--- config.mk ---
export PLATFORM = sky130hd
export DESIGN_NAME = coord_tracker
export DESIGN_NICKNAME = d
export VERILOG_FILES = /design/src/rtl/img_proc_pkg.sv /design/src/rtl/coord_history.sv /design/src/rtl/coord_tracker.sv
export SDC_FILE = /design/constraint.sdc
export NUM_CORES = 1
export LEC_CHECK = 0
export ABC_AREA = 1
export CORE_ASPECT_RATIO = 1.5
export CORE_MARGIN = 4
export CORE_UTILIZATION = 55
export DETAILED_ROUTE_END_ITERATION = 8
export PLACE_DENSITY_LB_ADDON = 0.1
export SLEW_MARGIN = 20
export SYNTH_ARGS = -nofsm -noshare
export SYNTH_HDL_FRONTEND = slang
export SYNTH_HIERARCHICAL = 1
export SYNTH_SLANG_ARGS = --single-unit
export TNS_END_PERCENT = 100
--- constraint.sdc ---
create_clock -name iCLK -period 7.05 [get_ports iCLK]
set_input_delay 0.705 -clock iCLK [delete_from_list [all_inputs] [get_ports iCLK]]
set_output_delay 0.705 -clock iCLK [all_outputs]
set_load 0.02 [all_outputs]
--- src/rtl/img_proc_pkg.sv ---
// Shared types and frame constants for the image-processing blocks.
package img_proc_pkg;

    localparam int COORD_W = 11;
    localparam int FRAME_W = 640;
    localparam int FRAME_H = 480;

    typedef enum logic [1:0] {
        ABSENT,
        ACQUIRE,
        TRACK,
        HOLD
    } tracker_state_t;

    function automatic logic [COORD_W-1:0] abs_diff(input logic [COORD_W-1:0] a,
                                                    input logic [COORD_W-1:0] b);
        return (a > b) ? (a - b) : (b - a);
    endfunction

endpackage

--- src/rtl/coord_history.sv ---
// Per-axis ring of the last DEPTH accepted samples with a running sum;
// the average is the sum shifted down by log2(DEPTH).
module coord_history
    import img_proc_pkg::*;
#(
    parameter int DEPTH = 4
) (
    input  logic               iCLK,
    input  logic               iRST,
    input  logic               push,
    input  logic               fill,
    input  logic               clear,
    input  logic [COORD_W-1:0] sample,
    output logic [COORD_W-1:0] avg
);

    localparam int AW    = $clog2(DEPTH);
    localparam int PW    = (AW > 0) ? AW : 1;
    localparam int SUM_W = COORD_W + AW;

    logic [COORD_W-1:0] ring [DEPTH];
    logic [PW-1:0]      wr_ptr;
    logic [SUM_W-1:0]   sum;

    // wr_ptr always points at the oldest entry, which a push replaces
    always_ff @(posedge iCLK or negedge iRST) begin
        if (!iRST) begin
            for (int i = 0; i < DEPTH; i++) ring[i] <= '0;
            wr_ptr <= '0;
            sum    <= '0;
        end else if (clear) begin
            for (int i = 0; i < DEPTH; i++) ring[i] <= '0;
            wr_ptr <= '0;
            sum    <= '0;
        end else if (fill) begin
            for (int i = 0; i < DEPTH; i++) ring[i] <= sample;
            wr_ptr <= '0;
            sum    <= SUM_W'(sample) << AW;
        end else if (push) begin
            ring[wr_ptr] <= sample;
            sum          <= sum + SUM_W'(sample) - SUM_W'(ring[wr_ptr]);
            wr_ptr       <= wr_ptr + 1'b1;
        end
    end

    assign avg = COORD_W'(sum >> AW);

endmodule

--- src/rtl/coord_tracker.sv ---
// Debounced target tracker: acquires after consecutive good frames, rejects
// outliers, averages position over DEPTH frames and offers it on a valid/ready port.
module coord_tracker
    import img_proc_pkg::*;
#(
    parameter int DEPTH       = 4,
    parameter int PRESENT_ON  = 3,
    parameter int PRESENT_OFF = 5,
    parameter int MAX_JUMP    = 128
) (
    input  logic               iCLK,
    input  logic               iRST,
    input  logic [COORD_W-1:0] iRow,
    input  logic [COORD_W-1:0] iCol,
    input  logic               iVALID_COORD,
    input  logic               iPresent,
    output logic [COORD_W-1:0] oRow,
    output logic [COORD_W-1:0] oCol,
    output logic               oVALID,
    input  logic               iREADY,
    output logic               oPresent,
    output logic               oDROP
);

    localparam int CNT_MAX = (PRESENT_ON > PRESENT_OFF) ? PRESENT_ON : PRESENT_OFF;
    localparam int CNT_W   = $clog2(CNT_MAX + 1);
    localparam logic [CNT_W-1:0]   ON_LIM  = CNT_W'(PRESENT_ON);
    localparam logic [CNT_W-1:0]   OFF_LIM = CNT_W'(PRESENT_OFF);
    localparam logic [COORD_W-1:0] JUMP    = COORD_W'(MAX_JUMP);
    localparam logic [COORD_W-1:0] ROW_MAX = COORD_W'(FRAME_H - 1);
    localparam logic [COORD_W-1:0] COL_MAX = COORD_W'(FRAME_W - 1);

    tracker_state_t     state;
    logic [CNT_W-1:0]   acq_cnt, miss_cnt;
    logic [CNT_W-1:0]   acq_next, miss_next;
    logic [COORD_W-1:0] avg_row, avg_col;
    logic               frame_good, frame_hit, acquired, lost;
    logic               hist_push, hist_fill, hist_clear;
    logic               load_s1, load_s2;
    logic [COORD_W-1:0] res_row, res_col;

    // Frame classification and history control; the history updates on the
    // same edge as the state so the average is current one cycle later.
    always_comb begin
        frame_good = iVALID_COORD && iPresent && (iRow <= ROW_MAX) && (iCol <= COL_MAX);
        frame_hit  = frame_good && (abs_diff(iRow, avg_row) <= JUMP)
                                && (abs_diff(iCol, avg_col) <= JUMP);
        acq_next   = acq_cnt + 1'b1;
        miss_next  = miss_cnt + 1'b1;
        acquired   = frame_good && (acq_next >= ON_LIM);
        lost       = !frame_hit && (miss_next >= OFF_LIM);
        hist_push  = 1'b0;
        hist_fill  = 1'b0;
        hist_clear = 1'b0;
        if (iVALID_COORD) begin
            unique case (state)
                ABSENT, ACQUIRE: hist_fill = acquired;
                TRACK, HOLD: begin
                    hist_push  = frame_hit;
                    hist_clear = lost;
                end
            endcase
        end
    end

    always_ff @(posedge iCLK or negedge iRST) begin
        if (!iRST) begin
            state    <= ABSENT;
            acq_cnt  <= '0;
            miss_cnt <= '0;
            oPresent <= 1'b0;
            load_s1  <= 1'b0;
        end else begin
            load_s1 <= 1'b0;
            if (iVALID_COORD) begin
                unique case (state)
                    ABSENT, ACQUIRE: begin
                        if (acquired) begin
                            state    <= TRACK;
                            acq_cnt  <= '0;
                            miss_cnt <= '0;
                            oPresent <= 1'b1;
                            load_s1  <= 1'b1;
                        end else if (frame_good) begin
                            state   <= ACQUIRE;
                            acq_cnt <= acq_next;
                        end else begin
                            state   <= ABSENT;
                            acq_cnt <= '0;
                        end
                    end
                    TRACK, HOLD: begin
                        if (frame_hit) begin
                            state    <= TRACK;
                            miss_cnt <= '0;
                            load_s1  <= 1'b1;
                        end else if (lost) begin
                            state    <= ABSENT;
                            miss_cnt <= '0;
                            oPresent <= 1'b0;
                        end else begin
                            state    <= HOLD;
                            miss_cnt <= miss_next;
                            load_s1  <= 1'b1;
                        end
                    end
                endcase
            end
        end
    end

    coord_history #(.DEPTH(DEPTH)) u_row_hist (
        .iCLK   (iCLK),
        .iRST   (iRST),
        .push   (hist_push),
        .fill   (hist_fill),
        .clear  (hist_clear),
        .sample (iRow),
        .avg    (avg_row)
    );

    coord_history #(.DEPTH(DEPTH)) u_col_hist (
        .iCLK   (iCLK),
        .iRST   (iRST),
        .push   (hist_push),
        .fill   (hist_fill),
        .clear  (hist_clear),
        .sample (iCol),
        .avg    (avg_col)
    );

    // Snapshot the post-update average, then present it; a new load while the
    // consumer is stalled replaces the pending result and flags the loss.
    always_ff @(posedge iCLK or negedge iRST) begin
        if (!iRST) begin
            load_s2 <= 1'b0;
            res_row <= '0;
            res_col <= '0;
            oRow    <= '0;
            oCol    <= '0;
            oVALID  <= 1'b0;
            oDROP   <= 1'b0;
        end else begin
            load_s2 <= load_s1;
            if (load_s1) begin
                res_row <= avg_row;
                res_col <= avg_col;
            end
            oDROP <= 1'b0;
            if (load_s2) begin
                oRow   <= res_row;
                oCol   <= res_col;
                oVALID <= 1'b1;
                oDROP  <= oVALID && !iREADY;
            end else if (oVALID && iREADY) begin
                oVALID <= 1'b0;
            end
        end
    end

endmodule

==> results of run 1 <==
## area by class of cell
type                    instances  area, um2
clock buffers                  20        447
clock inverters                12        149
fillers                      2257       9080
inverters                     422       1590
multi-input cells            1188       6580
flip-flops and latches        174       4350
well taps                     315        394
repair buffers                 57        557
## cell usage in the layout, fill, tap and decap left out, types with 7 or more instances in the layout
cell type          n
nand4_1           23
clkbuf_16         17
o22ai_1            7
o21ai_1           15
nor2_1           103
nand2_2            8
dfrtp_1          174
o21ai_2            9
fa_1              22
nor2_2             7
o21ai_0          175
inv_2              7
nand3_1          168
nand2_1          401
inv_1            410
a21oi_1          106
ha_1              80
clkdlybuf4s50_1   50
## metal layers
metal,vias up,part of all wire [%],track usage (%)
met5,-,0,0
met4,0,5.1,14.4
met3,101,2.9,3.21
met2,270,51,47.6
met1,5287,41,31.6
li1,5782,-,-
## how the worst max path moves through the flow
stage                                           end  slack (ps)  depth (start not counted)
finish                u_row_hist/sum[8]$_DFFE_PN0P_        2700                         16
floorplan            u_col_hist/ring[1]$_DFFE_PN0P_        2950                         17
CTS                   u_row_hist/sum[8]$_DFFE_PN0P_        2770                         16
global route         u_row_hist/sum[12]$_DFFE_PN0P_        2270                         17
detailed placement  u_col_hist/ring[43]$_DFFE_PN0P_        2410                         19
global placement    u_row_hist/ring[31]$_DFFE_PN0P_        2450                         19
## per-stage QoR
stage                     setup slack [ps]  hold WS (ps)
after global placement                2450           467
after floorplan                       2950           352
final                                 2700           230
after CTS                             2770           244
after global routing                  2270           262
after detailed placement              2410           472
## cells by family after synthesis
logic type                 count (synthesis)
DFF                                      174
buffers and inverters                    498
AOI/OAI and AO/OA                        341
adders and majority gates                102
and+or+nand+nor                          735
xor gates and xnor gates                  10
## sequential cells by signal (all words and copies together), names as in the netlist, 2 cells and up
signal / count
oCol: 11
u_row_hist/wr_ptr: 2
miss_cnt: 3
u_col_hist/wr_ptr: 2
u_col_hist/sum: 13
u_col_hist/ring: 44
res_col: 11
u_row_hist/sum: 13
acq_cnt: 3
res_row: 11
oRow: 11
u_row_hist/ring: 44
==> summary.txt, run 1 <==
Synth
  – Post-Synthesis Cell Area: 0.0130 mm2
  – Synth Area in Simple Gates: 24.5%
  – Seq cells post-synth: 174
  – Synth area leader: dfrtp_1
  – Post-synthesis sequential area ratio: 33.5%
  – Post-Synth XOR/XNOR Area: 0.732%
  – Top post-synthesis cells by area: dfrtp_1 34%, inv_1 12%, nand2_1 12%
  – Largest family of logic cells by synthesized area: simple AND/OR/NAND/NOR gates
  – Post-Syn Nets: 1989
  – Syn Area/Cell: 6.98 um2
  – Synth top area share: 33.5%
  – Cells after Synth: 1860
  – Synth Area in Adders: 11.1%
  – Ys Warns: 6
  – Async SR Flop Fraction: 100%
  – Multiplexer area fraction after synthesis: 0%
  – Compound-cell area share of the yosys netlist: ~14%
  – Netlist cell types: 49
  – EDFF count, synth: 0
  – Synth cell count leaders: 410 x inv_1, 401 x nand2_1, 175 x o21ai_0
  – Count leader, synth: inv_1
  – Top FF cell, synth: dfrtp_1

Critical path
  – Family with the most delay on the worst path: buffers and inverters
  – CP required: 7390 ps
  – Worst EP arrival: 4690 ps
  – Critical-path cell list: clkinv_1, o21ai_0, a21oi_1, a21oi_1, fa_1, inv_1, ha_1, nand2_1, nand2_1, nor2_1, nor2_1, nor2_1, or2_0, nand3_1, nand2_1, inv_1
  – Worst Setup End Kind: flip-flop
  – Reg2reg start: u_row_hist/wr_ptr[0]$_DFFE_PN0P_
  – CP bufs+invs: 3
  – Setup CP Type: flip-flop to flip-flop
  – Slowest CP cell: clkinv_1
  – CP peak stage delay: 970 ps
  – Worst reg-to-reg path cell count: 16
  – RR Endpoint: u_row_hist/sum[8]$_DFFE_PN0P_
  – Crit path from: u_row_hist/wr_ptr[0]$_DFFE_PN0P_
  – R2r setup slk: 2700 ps
  – Startpoint types: flip-flop
  – Max FO, Critical Path: 37

Floorplan
  – Row count: 68
  – Die Footprint: around 0.026 mm2
  – Chip width: 133 um
  – Die H: 196 um
  – Starting Density: between 50% and 60%
  – I/O pin count: 52
  – Core ar.: 0.0231 mm2

Finish
  – Share of cells above drive strength 1: 5.07%
  – Finished Core Util: between 60% and 70%
  – # nets final: 1989
  – Area Growth Syn to Fin: 8.34%
  – Final std cells w/o fill: 2188
  – Final Cell Area: 0.0141 mm2
  – Diode count: 0

Route
  – DRC: 0
  – Vias per Instance: between 5 and 6
  – DR iter-0 viols: 805
  – Initial DRT Pass Iterations: 5
  – DR WL/cell: 15.8 um
  – Total wire length: approximately 35000 um
  – Via count: 11.4k
  – Post-route antenna net violation count: 0

Placement
  – Dpl hpwl: roughly 26000 um
  – RePlAce Congestion: slightly below 1
  – Post-placement cell count: roughly 2.2k
  – Number of port buffers: 51
  – Dpl cell area: 0.0135 mm2

STA
  – Clk_skew: 7.65 ps
  – Final period util: 61.8%
  – Rel. slew slack: 31.8%
  – Max Slew Vio Count: 0
  – Final setup vio count: 0
  – RSZ-0062 raised after global routing: false
  – Setup TNS: 0 ps
  – Tmin final: 4350 ps
  – Worst slew pin tran: 1020 ps
  – Fmax: 230 MHz
  – Hold Vio Cnt, Final: 0

Clocking
  – Clock sinks: about 170
  – CTS Buffer Depth: 2
  – Post-CTS setup buffers: 0
  – H-tree levels: 4
  – Clock transition at path regs: around 70 ps
  – CTS root buffer: clkbuf_16
  – Later-pin clock latency in the skew report: 440 ps
  – Post_cts resized: 0
  – TritonCTS clock tree: done
  – CTS Buf Count: 17
  – Post-cts hold buffer count: 0

Global routing
  – Pin count of the biggest net entering global routing: 66
  – First-pass GRT wire length: 56100 um
  – Vias in the first global route: ~11k
  – Total global-route track usage: 26.8%
  – GRT overflow: 0
  – Initial antenna violation count: 0

Flow run
  – Max Cap Viol: 0

Outcome
  – Status: finished clean

Worst hold path
  – Worst Hold Class: input pin to asynchronous set/reset pin
Power of run 1 is not shown: default switching activity piles up to over one toggle a cycle in this logic, so the estimate is an artifact.
==> inputs of run 2 (changes only) <==
==> constraint.sdc (replaced) <==
create_clock -name iCLK -period 4.2 [get_ports iCLK]
set_input_delay 0.42 -clock iCLK [delete_from_list [all_inputs] [get_ports iCLK]]
set_output_delay 0.42 -clock iCLK [all_outputs]
set_load 0.02 [all_outputs]
==> run 2 against run 1 <==
The flow now finishes with violations (negative hold slack). Cell count is 1.7% higher. Wire length is 0.51% higher. Sequential share of layout area down 0.61 points. Core utilization is 1.2 points higher. Worst setup slack worse by 2300 ps. Cell area grew 2.0%.
==> summary.txt, run 2 (synthesized netlist as in run 1, its figures left out) <==
Clocking
  – CTS Buffer Depth: 2 (unchanged)
  – Post-CTS setup buffers: 0 (unchanged)
  – Post_cts resized: 0 (unchanged)
  – TritonCTS clock tree: done (unchanged)
  – Clock sinks: 174 (unchanged)
  – Clock transition at path regs: 80 ps (was 70 ps)
  – Post-cts hold buffer count: 0 (unchanged)
  – Later-pin clock latency in the skew report: 440 ps (about the same)
  – CTS root buffer: clkbuf_16 (unchanged)
  – H-tree levels: 4 (unchanged)
  – CTS Buf Count: 17 (unchanged)

Finish
  – Commonest non-fill, non-tap cell in the layout: inv_1 (unchanged)
  – # nets final: 2027 (was 1989)
  – Area Growth Syn to Fin: 10.5% (was 8.34%)
  – Largest registers: u_col_hist/ring (44), u_row_hist/ring (44) (unchanged)
  – Most frequent cells in the layout: 410 x inv_1, 401 x nand2_1, 175 x o21ai_0 (unchanged)
  – Share of cells above drive strength 1: 7.06% (was 5.07%)
  – Diode count: 0 (unchanged)

Critical path
  – Setup CP Type: input pin to flip-flop (was flip-flop to flip-flop)
  – Max FO, Critical Path: 22 (was 37)
  – Critical-path cell list: clkdlybuf4s50_1, inv_1, ha_1, a21oi_1, nor2_1, nor2_1, nand2_1, nand2_1, nand2_1, nor2_1, nand3_1, nand2_1, nand3_2, nor3_2, inv_2, o21ai_2, nand3_1, o21ai_0 (was clkinv_1, o21ai_0, a21oi_1, a21oi_1, fa_1, inv_1, ha_1, nand2_1, nand2_1, nor2_1, nor2_1, nor2_1, or2_0, nand3_1, nand2_1, inv_1)
  – Worst Setup End Kind: flip-flop (unchanged)
  – CP required: 4560 ps (was 7390 ps)
  – Worst EP arrival: 4200 ps (was 4690 ps)
  – Most frequent CP cell: nand2_1
  – CP bufs+invs: 3 (unchanged)
  – Family with the most delay on the worst path: simple AND/OR/NAND/NOR gates (was buffers and inverters)
  – Slowest CP cell: o21ai_2 (was clkinv_1)
  – Startpoint types: input pin (was flip-flop)
  – CP peak stage delay: 730 ps (was 970 ps)

Flow run
  – Max Cap Viol: 0 (unchanged)

Route
  – Vias per Instance: 5.22 (was 5.23)
  – Via count: 11.6k (was 11.4k)
  – DR iter-0 viols: 702 (was 805)
  – DRC: 0 (unchanged)
  – Total wire length: 34800 um (was 34600 um)
  – DR WL/cell: 15.6 um (was 15.8 um)
  – Post-route antenna net violation count: 0 (unchanged)
  – Initial DRT Pass Iterations: 5 (unchanged)

Floorplan
  – Die H: 196 um (unchanged)
  – Starting Density: 56.1% (unchanged)
  – Core ar.: 0.0231 mm2 (unchanged)
  – Row count: 68 (unchanged)
  – Die Footprint: 0.0262 mm2 (unchanged)
  – Chip width: 133 um (unchanged)
  – I/O pin count: 52 (unchanged)

STA
  – Clk_skew: 14.6 ps (was 7.65 ps)
  – Max Slew Vio Count: 0 (unchanged)
  – Hold WS: -2.01 ps (was 230 ps)
  – Final setup vio count: 0 (unchanged)
  – Tmin final: 3830 ps
  – Hold Vio Cnt, Final: 1 (was 0)
  – Final period util: between 90% and 100%
  – RSZ-0062 raised after global routing: false (unchanged)
  – Worst slew pin tran: 914 ps (was 1020 ps)
  – Fmax: 261 MHz
  – Rel. slew slack: 39.1% (was 31.8%)

Power
  – Leakage: 7.77 nW
  – Pwr Density: between 900 and 1000 mW/mm2
  – Power Total: between 0.01 and 0.015 W
  – Max VDD drop: 0.000727 V

Global routing
  – Pin count of the biggest net entering global routing: 90 (was 66)
  – Initial antenna violation count: 1 (was 0)
  – GRT overflow: 0 (unchanged)
  – Total global-route track usage: 27.3% (was 26.8%)
  – Vias in the first global route: 11.5k (was 11.1k)
  – First-pass GRT wire length: 57300 um (was 56100 um)

Worst hold path
  – Worst Hold Class: input pin to asynchronous set/reset pin (unchanged)

Placement
  – Dpl hpwl: 26800 um (was 26200 um)
  – RePlAce Congestion: 0.965 (was 0.977)
  – Number of port buffers: 51 (unchanged)

Outcome
  – Violated checks: negative hold slack
  – Status: finished, violations left (was finished clean)
-- run 2: cell count changes in the layout (fill, tap and decap cells not counted), sizes merged --
cell / before / now
buf: 7 / 45
clkinvlp: 2 / 3
inv: 424 / 427
clkbuf: 20 / 18
bufinv: 2 / 0
-- run 2: layout make-up --
class,count,area (um2)
fillers,2224,8790
multi-input cells,1188,6580
flip-flops and latches,174,4350
inverters,422,1590
repair buffers,95,855
clock buffers,18,439
well taps,315,394
clock inverters,14,141
-- run 2: path summary, 6_finish.rpt --
| path | startpoint | endpoint | slack, ps | cells after the start |
|---|---|---|---|---|
| min in group iCLK | oCol[10]$_DFFE_PN0P_ | oCol[10]$_DFFE_PN0P_ | 490 | 2 |
| max in group asynchronous | iRST | u_col_hist/sum[7]$_DFFE_PN0P_ | 3200 | 2 |
| worst max-delay path | iRow[5] | u_col_hist/ring[38]$_DFFE_PN0P_ | 370 | 18 |
| worst min register to register | oCol[10]$_DFFE_PN0P_ | oCol[10]$_DFFE_PN0P_ | 490 | 2 |
| worst max register to register | u_row_hist/sum[7]$_DFFE_PN0P_ | u_col_hist/ring[38]$_DFFE_PN0P_ | 500 | 16 |
| worst min-delay path | iRST | res_row[1]$_DFFE_PN0P_ | -2 | 1 |
-- run 2: metrics by stage --
stage	cells	worst slack [ps]	setup TNS [ps]	utilization, %	area [um2]
3_3_place_gp	2194	46.5	0	59.5	13800
3_5_place_dp	2194	-27.3	-86.5	59.5	13800
5_1_grt	2226	77.5	0	62.0	14300
6_report	2226	366	0	62.0	14300
2_1_floorplan	1860	334	0	-	13000
4_1_cts	2226	440	0	62.0	14300
-- run 2: worst reg2reg max path, stage by stage, from the launching register on --
cell	delay, ps
dfrtp_1	460
ha_1	390
a21oi_1	420
nor2_1	80
nor2_1	130
nand2_1	70
nand2_1	50
nand2_1	50
nor2_1	130
nand3_1	100
nand2_1	130
nand3_2	130
nor3_2	310
inv_2	140
o21ai_2	730
nand3_1	190
o21ai_0	120
-- run 2: layer usage --
metal	vias to the layer above	global-route usage, %	routed length, um
met5	-	0	13
met4	2	11.6	1470
met3	86	3.69	1210
met2	292	49.6	18200
met1	5391	32.0	13900
li1	5854	-	-
-- run 2: power breakdown --
part / switching [W] / leakage, nW / internal [W]
sequential: 0.000507 / 2.18 / 0.00243
clock: 0.000759 / 0.276 / 0.000805
combinational: 0.00564 / 5.32 / 0.00316
Note: power is estimated with default switching activity, not from simulation.
==> variant (flow settings as in run 2) <==
`DEPTH` is set to 4 in 2 places; all go to 8.
--- a/src/rtl/coord_history.sv
+++ b/src/rtl/coord_history.sv
@@ -5,3 +5,3 @@
 #(
-    parameter int DEPTH = 4
+    parameter int DEPTH = 8
 ) (
--- a/src/rtl/coord_tracker.sv
+++ b/src/rtl/coord_tracker.sv
@@ -5,3 +5,3 @@
 #(
-    parameter int DEPTH       = 4,
+    parameter int DEPTH       = 8,
     parameter int PRESENT_ON  = 3,
Function: changed (a bounded check fails within 10 cycles, from zero or initial values and one cycle with iRST low).
==> variant against run 2 <==
Die area rose by 31%; sequential cell count grew 92; power is 31% higher; register-to-register slack got worse by 0.08 ns; design area increased by 35%; critical path depth shrank 2; hold slack better by 0.43 ns; setup slack improved by 0.058 ns; routed wire length rose by 46%; clock skew increased by 0.028 ns; combinational power grew 18%; synthesized area increased by 32%; via count up 33%.
==> variant: results (changes against run 2) <==
* Regs by FF count: u_col_hist/ring: 88 flops, u_row_hist/ring: 88 flops
* Vias in the first global route at 15416 (+34%)
* Pleak at 0.0103 uW (+32%)
* Met3 wire length at 2410 um (+99%)
* Worst Hold Class: in2reg
* Relative slew margins at 0.341 (-0.0493)
* CP Launch Point: u_col_hist/wr_ptr[0]$_DFFE_PN0P_
* NumNets Final at 2524 (+25%)
* FILL cells at 2813 (+26%)
* GR Layer Usage met2 at 0.537 (+0.0409)
* Met2 Wirelength at 26000 um (+43%)
* Initial antenna violation count at 0 (-1)
* Worst-path maximum fanout at 7 (-68%)
* VDD IR max at 0.866 mV (+19%)
* Largest net degree at the start of global routing at 121 (+34%)
* Clock-pin slew on the worst setup and hold paths at 0.06 ns (-0.02 ns)
* Post-Syn Area per Cell at 7.43 um2 (+6.4%)
* Drt total wl at 50800 um (+46%)
* Post-DP HPWL at 38500 um (+44%)
* Synth cell types at 50 (+2.0%)
* Synth area leaders: dfrtp_1 (39%), nand2_1 (12%), inv_1 (9.9%), nand3_1 (7.1%), ha_1 (5.5%)
* CP Data Arrival Time at 4.22 ns (+0.02 ns)
* Dpl cells at 2773 (+26%)
* Max layer used: met4
* H-tree levels at 1 (-3)
* Initial drt markers at 1307 (+86%)
* First-pass GRT wire length at 81400 um (+42%)
* CP max-delay cell: dfrtp_1
* Reg-to-reg slack, setup at 0.42 ns (-0.08 ns)
* Met1 usage at 0.352 (+0.0316)
* Worst-skew pair later-pin latency at 0.59 ns (+0.15 ns)
* Syn_nets at 2437 (+23%)
* Layout cells sized above 1 at 0.0930 (+0.0223)
* CTS Buf Count at 28 (+11)
* Worst Setup EP: u_col_hist/sum[12]$_DFFE_PN0P_
* M3 GR Usage at 0.0262 (-0.0108)
* Placer Congestion at 0.958 (-0.67%)
* Min Hold Slack at 0.429 ns (+0.431 ns)
* Gr usage total at 0.295 (+0.0225)
* Status: finished clean
* Most instantiated cells after synthesis: nand2_1 (566), inv_1 (451), dfrtp_1 (266)
* CTS max path bufs at 3 (+1)
variant: cell types whose count changed in the layout (fill, tap and decap cells not counted), moves of 23 or more:
| cell | before | now |
|---|---|---|
| nand3_1 | 168 | 242 |
| dfrtp_1 | 174 | 266 |
| nand2_1 | 401 | 566 |
| o21ai_0 | 175 | 141 |
| a21oi_1 | 106 | 52 |
| o22ai_1 | 7 | 31 |
| buf_4 | 43 | 75 |
| inv_1 | 410 | 451 |
| a221oi_1 | 0 | 23 |
| o21ai_1 | 15 | 86 |
variant: cell families after synthesis:
logic type | Yosys count | share of synthesized area
XOR/XNOR | 13 | 0.00707
multiplexers | 1 | 0.000656
AND/OR/NAND/NOR | 982 | 0.254
AO/OA/AOI/OAI | 392 | 0.135
buffers and inverters | 560 | 0.135
flip-flops | 266 | 0.388
adder cells (fa/ha/maj) | 98 | 0.0810
variant: per-stage QoR:
step | utilization | setup slack (ns) | instance area, um2
after global routing | 0.627 | 0.137 | 19400
final | 0.627 | 0.425 | 19400
after floorplan | - | 0.716 | 17200
after global placement | 0.596 | 0.132 | 18400
after detailed placement | 0.596 | 0.123 | 18400
after CTS | 0.627 | 0.396 | 19400
variant: layout make-up:
| class | instances | area (um2) | share of cell area |
|---|---|---|---|
| Multi-Input combinational cell | 1486 | 8210 | 0.423 |
| Timing Repair Buffer | 134 | 1230 | 0.0634 |
| Inverter | 483 | 1840 | 0.0951 |
| Tap cell | 405 | 507 | 0.0261 |
| Clock inverter | 6 | 113 | 0.00581 |
| Sequential cell | 266 | 6660 | 0.343 |
| Clock buffer | 45 | 835 | 0.0430 |
variant: report_power, final:
group          switching, uW  internal (uW)
Sequential               736           3670
Combinational           6720           3660
Clock                   1070           1490
Total                   8530           8820
